$ cat src/rtl/axi4_arch_sender_if.sv
// AXI4 read-address channel bundle.
// One instance per side of the AR stage.
interface axi4_arch_sender_if #(
  parameter int C_AXI_ADDR_WIDTH = 32,
  parameter int C_AXI_ID_WIDTH   = 4,
  parameter int C_AXI_USER_WIDTH = 4
);
  logic [C_AXI_ADDR_WIDTH-1:0] addr;
  logic [C_AXI_ID_WIDTH-1:0]   id;
  logic [7:0]                  len;
  logic [2:0]                  size;
  logic [1:0]                  burst;
  logic [2:0]                  prot;
  logic [C_AXI_USER_WIDTH-1:0] user;
  logic                        valid;
  logic                        ready;

  modport master (
    output addr, id, len, size, burst,
    output prot, user, valid,
    input  ready
  );

  modport slave (
    input  addr, id, len, size, burst,
    input  prot, user, valid,
    output ready
  );
endinterface

$ cat src/rtl/axi4_arch_sender.sv
// AR-channel stage of the RAB read path: lookup,
// forward on hit, drop to the R responder on miss.
module axi4_arch_sender #(
  parameter int C_AXI_ADDR_WIDTH = 32,
  parameter int C_AXI_ID_WIDTH   = 4,
  parameter int C_AXI_USER_WIDTH = 4
) (
  input  logic                        axi4_aclk,
  input  logic                        axi4_arstn,
  axi4_arch_sender_if.slave           s_ar,
  axi4_arch_sender_if.master          m_ar,
  output logic                        lookup_req,
  output logic [C_AXI_ADDR_WIDTH-1:0] lookup_addr,
  input  logic                        lookup_done,
  input  logic                        lookup_drop,
  input  logic [C_AXI_ADDR_WIDTH-1:0] lookup_paddr,
  output logic [C_AXI_ID_WIDTH-1:0]   trans_id,
  output logic                        trans_drop,
  input  logic                        trans_ready,
  output logic                        miss_valid,
  output logic [C_AXI_ADDR_WIDTH-1:0] miss_addr,
  output logic [C_AXI_ID_WIDTH-1:0]   miss_id,
  output logic                        miss_overflow,
  input  logic                        miss_clr
);

  localparam int AW = C_AXI_ADDR_WIDTH;
  localparam int IW = C_AXI_ID_WIDTH;
  localparam int UW = C_AXI_USER_WIDTH;

  typedef enum logic [1:0] {
    IDLE   = 2'd0,
    LOOKUP = 2'd1,
    FWD    = 2'd2,
    DROP   = 2'd3
  } state_t;

  state_t        state;
  logic          arready_q;
  logic          req_q;
  logic          mvalid_q;
  logic [AW-1:0] vaddr_q;
  logic [AW-1:0] addr_q;
  logic [IW-1:0] id_q;
  logic [7:0]    len_q;
  logic [2:0]    size_q;
  logic [1:0]    burst_q;
  logic [2:0]    prot_q;
  logic [UW-1:0] user_q;
  logic          capture;

  assign s_ar.ready  = arready_q;
  assign m_ar.valid  = mvalid_q;
  assign m_ar.addr   = addr_q;
  assign m_ar.id     = id_q;
  assign m_ar.len    = len_q;
  assign m_ar.size   = size_q;
  assign m_ar.burst  = burst_q;
  assign m_ar.prot   = prot_q;
  assign m_ar.user   = user_q;
  assign lookup_req  = req_q;
  assign lookup_addr = vaddr_q;
  assign trans_id    = id_q;

  // The push follows FIFO space so each drop is
  // pushed in exactly one cycle.
  assign trans_drop = (state == DROP) && trans_ready;

  assign capture = (state == LOOKUP)
                && lookup_done
                && lookup_drop;

  // Main FSM: one AR in flight, registered outputs.
  always_ff @(posedge axi4_aclk or negedge axi4_arstn) begin
    if (!axi4_arstn) begin
      state     <= IDLE;
      arready_q <= 1'b0;
      req_q     <= 1'b0;
      mvalid_q  <= 1'b0;
      vaddr_q   <= '0;
      addr_q    <= '0;
      id_q      <= '0;
      len_q     <= '0;
      size_q    <= '0;
      burst_q   <= '0;
      prot_q    <= '0;
      user_q    <= '0;
    end else begin
      unique case (state)
        IDLE: begin
          arready_q <= 1'b1;
          if (s_ar.valid && arready_q) begin
            vaddr_q   <= s_ar.addr;
            addr_q    <= s_ar.addr;
            id_q      <= s_ar.id;
            len_q     <= s_ar.len;
            size_q    <= s_ar.size;
            burst_q   <= s_ar.burst;
            prot_q    <= s_ar.prot;
            user_q    <= s_ar.user;
            arready_q <= 1'b0;
            req_q     <= 1'b1;
            state     <= LOOKUP;
          end
        end
        LOOKUP: begin
          if (lookup_done) begin
            req_q <= 1'b0;
            if (lookup_drop) begin
              state <= DROP;
            end else begin
              addr_q   <= lookup_paddr;
              mvalid_q <= 1'b1;
              state    <= FWD;
            end
          end
        end
        FWD: begin
          if (m_ar.ready) begin
            mvalid_q  <= 1'b0;
            arready_q <= 1'b1;
            state     <= IDLE;
          end
        end
        DROP: begin
          if (trans_ready) begin
            arready_q <= 1'b1;
            state     <= IDLE;
          end
        end
      endcase
    end
  end

  // Miss capture; a coincident clear lets the new
  // miss load as if the register were empty.
  always_ff @(posedge axi4_aclk or negedge axi4_arstn) begin
    if (!axi4_arstn) begin
      miss_valid    <= 1'b0;
      miss_addr     <= '0;
      miss_id       <= '0;
      miss_overflow <= 1'b0;
    end else if (capture) begin
      if (miss_clr || !miss_valid) begin
        miss_valid    <= 1'b1;
        miss_addr     <= vaddr_q;
        miss_id       <= id_q;
        miss_overflow <= 1'b0;
      end else begin
        miss_overflow <= 1'b1;
      end
    end else if (miss_clr) begin
      miss_valid    <= 1'b0;
      miss_overflow <= 1'b0;
    end
  end

endmodule

$ cat src/flat_wrapper.sv
// flat-port wrapper written by rule: the top's interface ports become plain ports
module axi4_arch_sender_flat 
#(
  parameter int C_AXI_ADDR_WIDTH = 32,
  parameter int C_AXI_ID_WIDTH   = 4,
  parameter int C_AXI_USER_WIDTH = 4
)
  (axi4_aclk, axi4_arstn, lookup_req, lookup_addr, lookup_done, lookup_drop, lookup_paddr, trans_id, trans_drop, trans_ready, miss_valid, miss_addr, miss_id, miss_overflow, miss_clr, s_ar_addr, s_ar_id, s_ar_len, s_ar_size, s_ar_burst, s_ar_prot, s_ar_user, s_ar_valid, s_ar_ready, m_ar_addr, m_ar_id, m_ar_len, m_ar_size, m_ar_burst, m_ar_prot, m_ar_user, m_ar_valid, m_ar_ready);
  axi4_arch_sender_if #(.C_AXI_ADDR_WIDTH(C_AXI_ADDR_WIDTH), .C_AXI_ID_WIDTH(C_AXI_ID_WIDTH), .C_AXI_USER_WIDTH(C_AXI_USER_WIDTH)) s_ar_i ();
  axi4_arch_sender_if #(.C_AXI_ADDR_WIDTH(C_AXI_ADDR_WIDTH), .C_AXI_ID_WIDTH(C_AXI_ID_WIDTH), .C_AXI_USER_WIDTH(C_AXI_USER_WIDTH)) m_ar_i ();
  input  logic axi4_aclk;
  input  logic axi4_arstn;
  output logic lookup_req;
  output logic [C_AXI_ADDR_WIDTH-1:0] lookup_addr;
  input  logic lookup_done;
  input  logic lookup_drop;
  input  logic [C_AXI_ADDR_WIDTH-1:0] lookup_paddr;
  output logic [C_AXI_ID_WIDTH-1:0] trans_id;
  output logic trans_drop;
  input  logic trans_ready;
  output logic miss_valid;
  output logic [C_AXI_ADDR_WIDTH-1:0] miss_addr;
  output logic [C_AXI_ID_WIDTH-1:0] miss_id;
  output logic miss_overflow;
  input  logic miss_clr;
  input wire logic [$bits(s_ar_i.addr)-1:0] s_ar_addr;
  input wire logic [$bits(s_ar_i.id)-1:0] s_ar_id;
  input wire logic [$bits(s_ar_i.len)-1:0] s_ar_len;
  input wire logic [$bits(s_ar_i.size)-1:0] s_ar_size;
  input wire logic [$bits(s_ar_i.burst)-1:0] s_ar_burst;
  input wire logic [$bits(s_ar_i.prot)-1:0] s_ar_prot;
  input wire logic [$bits(s_ar_i.user)-1:0] s_ar_user;
  input wire logic [$bits(s_ar_i.valid)-1:0] s_ar_valid;
  output wire logic [$bits(s_ar_i.ready)-1:0] s_ar_ready;
  output wire logic [$bits(m_ar_i.addr)-1:0] m_ar_addr;
  output wire logic [$bits(m_ar_i.id)-1:0] m_ar_id;
  output wire logic [$bits(m_ar_i.len)-1:0] m_ar_len;
  output wire logic [$bits(m_ar_i.size)-1:0] m_ar_size;
  output wire logic [$bits(m_ar_i.burst)-1:0] m_ar_burst;
  output wire logic [$bits(m_ar_i.prot)-1:0] m_ar_prot;
  output wire logic [$bits(m_ar_i.user)-1:0] m_ar_user;
  output wire logic [$bits(m_ar_i.valid)-1:0] m_ar_valid;
  input wire logic [$bits(m_ar_i.ready)-1:0] m_ar_ready;
  assign s_ar_i.addr = s_ar_addr;
  assign s_ar_i.id = s_ar_id;
  assign s_ar_i.len = s_ar_len;
  assign s_ar_i.size = s_ar_size;
  assign s_ar_i.burst = s_ar_burst;
  assign s_ar_i.prot = s_ar_prot;
  assign s_ar_i.user = s_ar_user;
  assign s_ar_i.valid = s_ar_valid;
  assign s_ar_ready = s_ar_i.ready;
  assign m_ar_addr = m_ar_i.addr;
  assign m_ar_id = m_ar_i.id;
  assign m_ar_len = m_ar_i.len;
  assign m_ar_size = m_ar_i.size;
  assign m_ar_burst = m_ar_i.burst;
  assign m_ar_prot = m_ar_i.prot;
  assign m_ar_user = m_ar_i.user;
  assign m_ar_valid = m_ar_i.valid;
  assign m_ar_i.ready = m_ar_ready;
  axi4_arch_sender #(.C_AXI_ADDR_WIDTH(C_AXI_ADDR_WIDTH), .C_AXI_ID_WIDTH(C_AXI_ID_WIDTH), .C_AXI_USER_WIDTH(C_AXI_USER_WIDTH)) u_core (.axi4_aclk(axi4_aclk), .axi4_arstn(axi4_arstn), .s_ar(s_ar_i), .m_ar(m_ar_i), .lookup_req(lookup_req), .lookup_addr(lookup_addr), .lookup_done(lookup_done), .lookup_drop(lookup_drop), .lookup_paddr(lookup_paddr), .trans_id(trans_id), .trans_drop(trans_drop), .trans_ready(trans_ready), .miss_valid(miss_valid), .miss_addr(miss_addr), .miss_id(miss_id), .miss_overflow(miss_overflow), .miss_clr(miss_clr));
endmodule
$ cat config.mk
export PLATFORM = sky130hd
export DESIGN_NAME = axi4_arch_sender_flat
export DESIGN_NICKNAME = d
export VERILOG_FILES = /design/src/rtl/axi4_arch_sender_if.sv /design/src/rtl/axi4_arch_sender.sv /design/src/flat_wrapper.sv
export SDC_FILE = /design/constraint.sdc
export NUM_CORES = 1
export LEC_CHECK = 0
export BUFFER_PORTS_ARGS = -buffer_cell sky130_fd_sc_hd__buf_2
export CAP_MARGIN = 40
export CORE_MARGIN = 5
export CORE_UTILIZATION = 33
export CTS_CLUSTER_SIZE = 30
export DETAILED_ROUTE_END_ITERATION = 16
export GPL_TIMING_DRIVEN = 0
export PLACE_DENSITY = 0.61
export SLEW_MARGIN = 20
export SYNTH_ARGS = -nofsm -noshare
export SYNTH_HDL_FRONTEND = slang
export SYNTH_SLANG_ARGS = --single-unit
$ cat constraint.sdc
create_clock -name axi4_aclk -period 2.3 [get_ports axi4_aclk]
set_input_delay 0.46 -clock axi4_aclk [delete_from_list [all_inputs] [get_ports axi4_aclk]]
set_output_delay 0.46 -clock axi4_aclk [all_outputs]
set_load 0.005 [all_outputs]
Word level (Yosys, flattened, before mapping) --
Index checks and enable logic that the tools add are counted. Widths: inputs -> output; s select.
Storage, ports and cells: flip-flop bits (word level) 131, output and inout port bits 134, word-level logic and storage cells 70
Operators by class: equality and inequality tests 9, mux-type cells 26, reductions and logical operators 19
Operators by type and width (count):
- $mux 32 | 3
- $pmux 32 s2 | 1
- $mux 1 | 14
- $reduce_and 4->1 | 3
- $ne 2x2->1 const B | 5
- $mux 2 | 4
- $pmux 2 s4 | 1
- $reduce_and 2->1 | 3
- $reduce_and 3->1 | 2
- $reduce_bool 2->1 | 3
- $eq 2x2->1 const B | 2
- $logic_and 1x1->1 | 4
- $pmux 1 s2 | 2
- $pmux 1 s3 | 1
- $reduce_bool 3->1 | 1
- $eq 2x1->1 const B | 1
- $logic_not 2->1 | 1
- $ne 2x1->1 const B | 1
- $logic_not 1->1 | 1
- $logic_or 1x1->1 | 1

Longest topological paths before layout --
depth after elaboration 5, depth in mapped cells 6, gate-level depth less buffers 3

Worst setup path before layout --
OpenSTA, ideal clock, no wires.
kind reg2reg, from reg u_core.state[1], to reg u_core.miss_addr[14], arrival time 1.530 ns, data required time 2.175 ns, slack 0.646 ns, cell stages (with the launch flop) 6, buffers on the path 2, period minus slack after synthesis 1.654 ns, path through dfrtp_1 -> buf_6 -> nand4b_2 -> a21oi_4 -> buf_8 -> mux2_2
Between the ends: word-level cells in the longest chain between the ends 4
RTL lines:
- start: declaration | line axi4_arch_sender.sv:38 | state_t state;
- start signal: assignment | line axi4_arch_sender.sv:76 | state <= IDLE;
- start signal: assignment | line axi4_arch_sender.sv:103 | state <= LOOKUP;
- start signal: assignment | line axi4_arch_sender.sv:110 | state <= DROP;
- $eq 2x1->1 | line axi4_arch_sender.sv:69 | assign capture = (state == LOOKUP)
- $logic_and 1x1->1 | line axi4_arch_sender.sv:70 | && lookup_done
- $logic_and 1x1->1 | line axi4_arch_sender.sv:71 | && lookup_drop;
- $reduce_and 2->1 (no source line)
- end signal: assignment | line axi4_arch_sender.sv:146 | miss_addr <= vaddr_q;
- end: declaration | line axi4_arch_sender.sv:21 | output logic [C_AXI_ADDR_WIDTH-1:0] miss_addr,
Every way passes these cells. A chain may end at the register's enable or synchronous reset.

Worst setup path in the final report --
from reg u_core.state[1], to reg u_core.miss_addr[17]
Same word-level chain as after synthesis.

==> flow_summary_export.csv <==
group,metric,value,unit
sta,hold_viol,0,
synthesis,ys.flop_type,"dfrtp_1",
floorplanning,fp.coreArea,16500,um^2
run_status,status,"completed",
finish,drive_gt1_share,73.5,%
cts,clk_pin_slew,60,ps
floorplanning,start_util,33.3,%
synthesis,yosysTopAreaCellShare,59.8,%
synthesis,syn_area,5480,um^2
synthesis,ys_ff_latch,131,
setup_path,worstPathRequired,2590,ps
floorplanning,fp.dieW,139,um
cts,cts.sinks,131,
placed_design,numPortBuffers,229,
flow_run,maxCapViolCount,0,
setup_path,rr_endpoint,"u_core.miss_addr[17]$_DFFE_PN0P_",
placed_design,postPlaceCellArea,6940,um^2
sta,setup_violations,0,
setup_path,rr_startpoint,"u_core.state[1]$_DFFE_PN0P_",
pwr,powerDensity,1450,nW/um^2
worst_hold_path,hold-path-endpoint,"u_core.miss_valid$_DFFE_PN0P_",
setup_path,rrSetupSlack,370,ps
cts,cts_tree,"done",
grt,grt_pass1_vias,4004,
cts,clockBufferDepth,2,
pwr,power_leakage,3.63,nW
sta,fmax,519,MHz
finish,area_growth,36.9,%
placed_design,dp_hpwl,10100,um
cts,htreeDepth,4,
synthesis,async_reset_ff_share,100,%
synthesis,seq_area_frac_synth,59.8,%
routing,wl,13700,um
finish,final_nets,682,
cts,cts_setup_buffers,0,
sta,period_needed,1930,ps
sta,slew_violations,0,
worst_hold_path,min_from,"miss_clr",
cts,root_buffer,"clkbuf_16",
grt,grt_overflow_total,0,
sta,timing.final.crit_share,83.7,%
worst_hold_path,hold_class,"input port to flip-flop",
setup_path,crit_path_end_kind,"flip-flop",
setup_path,crit_arrival,2220,ps
routing,vias,3655,
floorplanning,ios,230,
finish,stdcell_area,7510,um^2
synthesis,yosys.area.top_type,"dfrtp_1",
sta,skew,5.92,ps
setup_path,worstSetupPathType,"flip-flop to flip-flop",
synthesis,synth_fp_nets,432,
finish,antennaDiodeCount,0,
worst_hold_path,hold_path_depth,2,
routing,drcViolationCount,0,
synthesis,syn_avg_cell_area,16.3,um^2
synthesis,synthCells,336,
pwr,power.total,10.9,mW
grt,grt_usage,14.2,%
cts,cts_hold_buffers,1,
floorplanning,die_h,139,um
routing,drt-initial-drc-count,61,
grt,grt_start_max_net_pins,69,
routing,via_per_inst,4.47,
placed_design,dp_slack,286,ps
synthesis,yosys_warnings,0,
sta,rsz0062_at_grt,"no",
grt,grt_antenna_before_repair,0,
synthesis,synth-edff-count,0,
sta,fin_ws,375,ps
routing,final_antenna_net_count,0,
cts,postCtsResizedCells,0,
setup_path,worstPathMaxFanout,10,
setup_path,r2r_cells,5,
sta,tightest_slew,551,ps
setup_path,cp-start-kind,"flip-flop",
sta,slew-limit-headroom,63.2,%
routing,wire_per_inst,16.8,um
floorplanning,rows,47,
routing,drtPass1Iterations,4,
floorplanning,dieArea,19300,um^2
grt,grt_pass1_wl,21800,um
placed_design,place.gp.congestion,0.742,
synthesis,yosys.cell_types.count,24,
pwr,ir_worst_vdd,543,uV
cts,clkLatencyLatePin,410,ps
cts,numCtsBuffers,17,
synthesis,yosys-top-cells-area,"dfrtp_1 60%, mux2_2 28%, mux2_4 5.5%, buf_4 1.1%, buf_6 1.0%",
==> placed cells by master (no fill, tap or decap), types with 4 or more instances in the layout <==
cell type	synthesis	layout
mux2_2	136	136
buf_6	5	5
mux2_4	20	20
clkbuf_16	0	17
nand2_1	5	5
buf_2	6	234
buf_4	8	8
clkbuf_1	0	4
buf_8	3	4
dfrtp_1	131	131
clkbuf_8	0	5
==> flip-flops by register name (all words and copies together), names as in the netlist, 3 cells and up <==
| register | count |
|---|---|
| u_core.m_ar.id | 4 |
| u_core.m_ar.len | 8 |
| u_core.lookup_addr | 32 |
| u_core.m_ar.addr | 32 |
| u_core.m_ar.size | 3 |
| u_core.miss_addr | 32 |
| u_core.miss_id | 4 |
| u_core.m_ar.user | 4 |
| u_core.m_ar.prot | 3 |
==> synth_stat cells (3+ instances only) <==
cell type,count
nand2_1,5
nor2_1,3
mux2_4,20
mux2_2,136
buf_2,6
buf_4,8
a21oi_1,3
buf_8,3
inv_1,3
buf_6,5
dfrtp_1,131
==> layer usage <==
metal  routed length (um)  track usage [%]  vias to the layer above
met2                 6610             22.6                      145
met5                    0                0                        -
met4                  279             5.77                        0
li1                     -                -                     1696
met3                 1110             5.48                       19
met1                 5690             17.3                     1795
==> layout make-up <==
cell class,count,area [um^2]
tap,220,275
clock inverter,4,47.5
sequential,131,3280
inverter,3,11.3
buffer,22,191
fill,1564,8960
clock buffer,26,509
multi-input combinational,180,2000
timing repair buffer,231,1190
==> stage by stage <==
stage          util [%]  TNS, ps  instances  hold slack, ps
3_3_place_gp       41.9  -124890        785             457
5_1_grt            45.6        0        817             261
2_1_floorplan         -        0        336             164
6_report           45.6        0        817             263
4_1_cts            45.6        0        817             237
3_5_place_dp       42.2        0        786             435
==> worst max-delay path by stage <==
| stage | from | end | slack [ps] | cells after the start |
|---|---|---|---|---|
| floorplan | u_core.state[1]$_DFFE_PN0P_ | u_core.miss_addr[14]$_DFFE_PN0P_ | 650 | 5 |
| global placement | axi4_arstn | u_core.lookup_addr[25]$_DFFE_PN0P_ | -960 | 1 |
| detailed placement | lookup_done | u_core.miss_addr[17]$_DFFE_PN0P_ | 290 | 5 |
| CTS | u_core.state[1]$_DFFE_PN0P_ | u_core.miss_addr[15]$_DFFE_PN0P_ | 300 | 5 |
| global route | u_core.state[1]$_DFFE_PN0P_ | u_core.miss_addr[22]$_DFFE_PN0P_ | 230 | 5 |
| finish | u_core.state[1]$_DFFE_PN0P_ | u_core.miss_addr[17]$_DFFE_PN0P_ | 370 | 5 |
==> logic make-up (layout without fill, tap and decap cells) <==
| logic type | Yosys count | in the layout | synth area share (%) |
|---|---|---|---|
| AO/OA/AOI/OAI | 10 | 10 | 1.57 |
| buffers and inverters | 25 | 286 | 3.70 |
| flip-flops | 131 | 131 | 59.8 |
| multiplexers | 156 | 156 | 33.4 |
| AND/OR/NAND/NOR | 14 | 14 | 1.53 |
==> critical path: stages, from the launching register on <==
cell and delay (ps):
dfrtp_1 370, buf_6 140, nand4b_2 250, a21oi_4 480, buf_8 220, mux2_2 340
==> power breakdown <==
| group | leakage [nW] | internal [mW] | total (mW) | switching (mW) |
|---|---|---|---|---|
| clock network | 0.272 | 1.62 | 2.54 | 0.928 |
| registers | 1.56 | 3.49 | 4.16 | 0.668 |
| logic | 1.80 | 2.55 | 4.18 | 1.63 |
No activity file was read; power rests on OpenSTA's default activity.
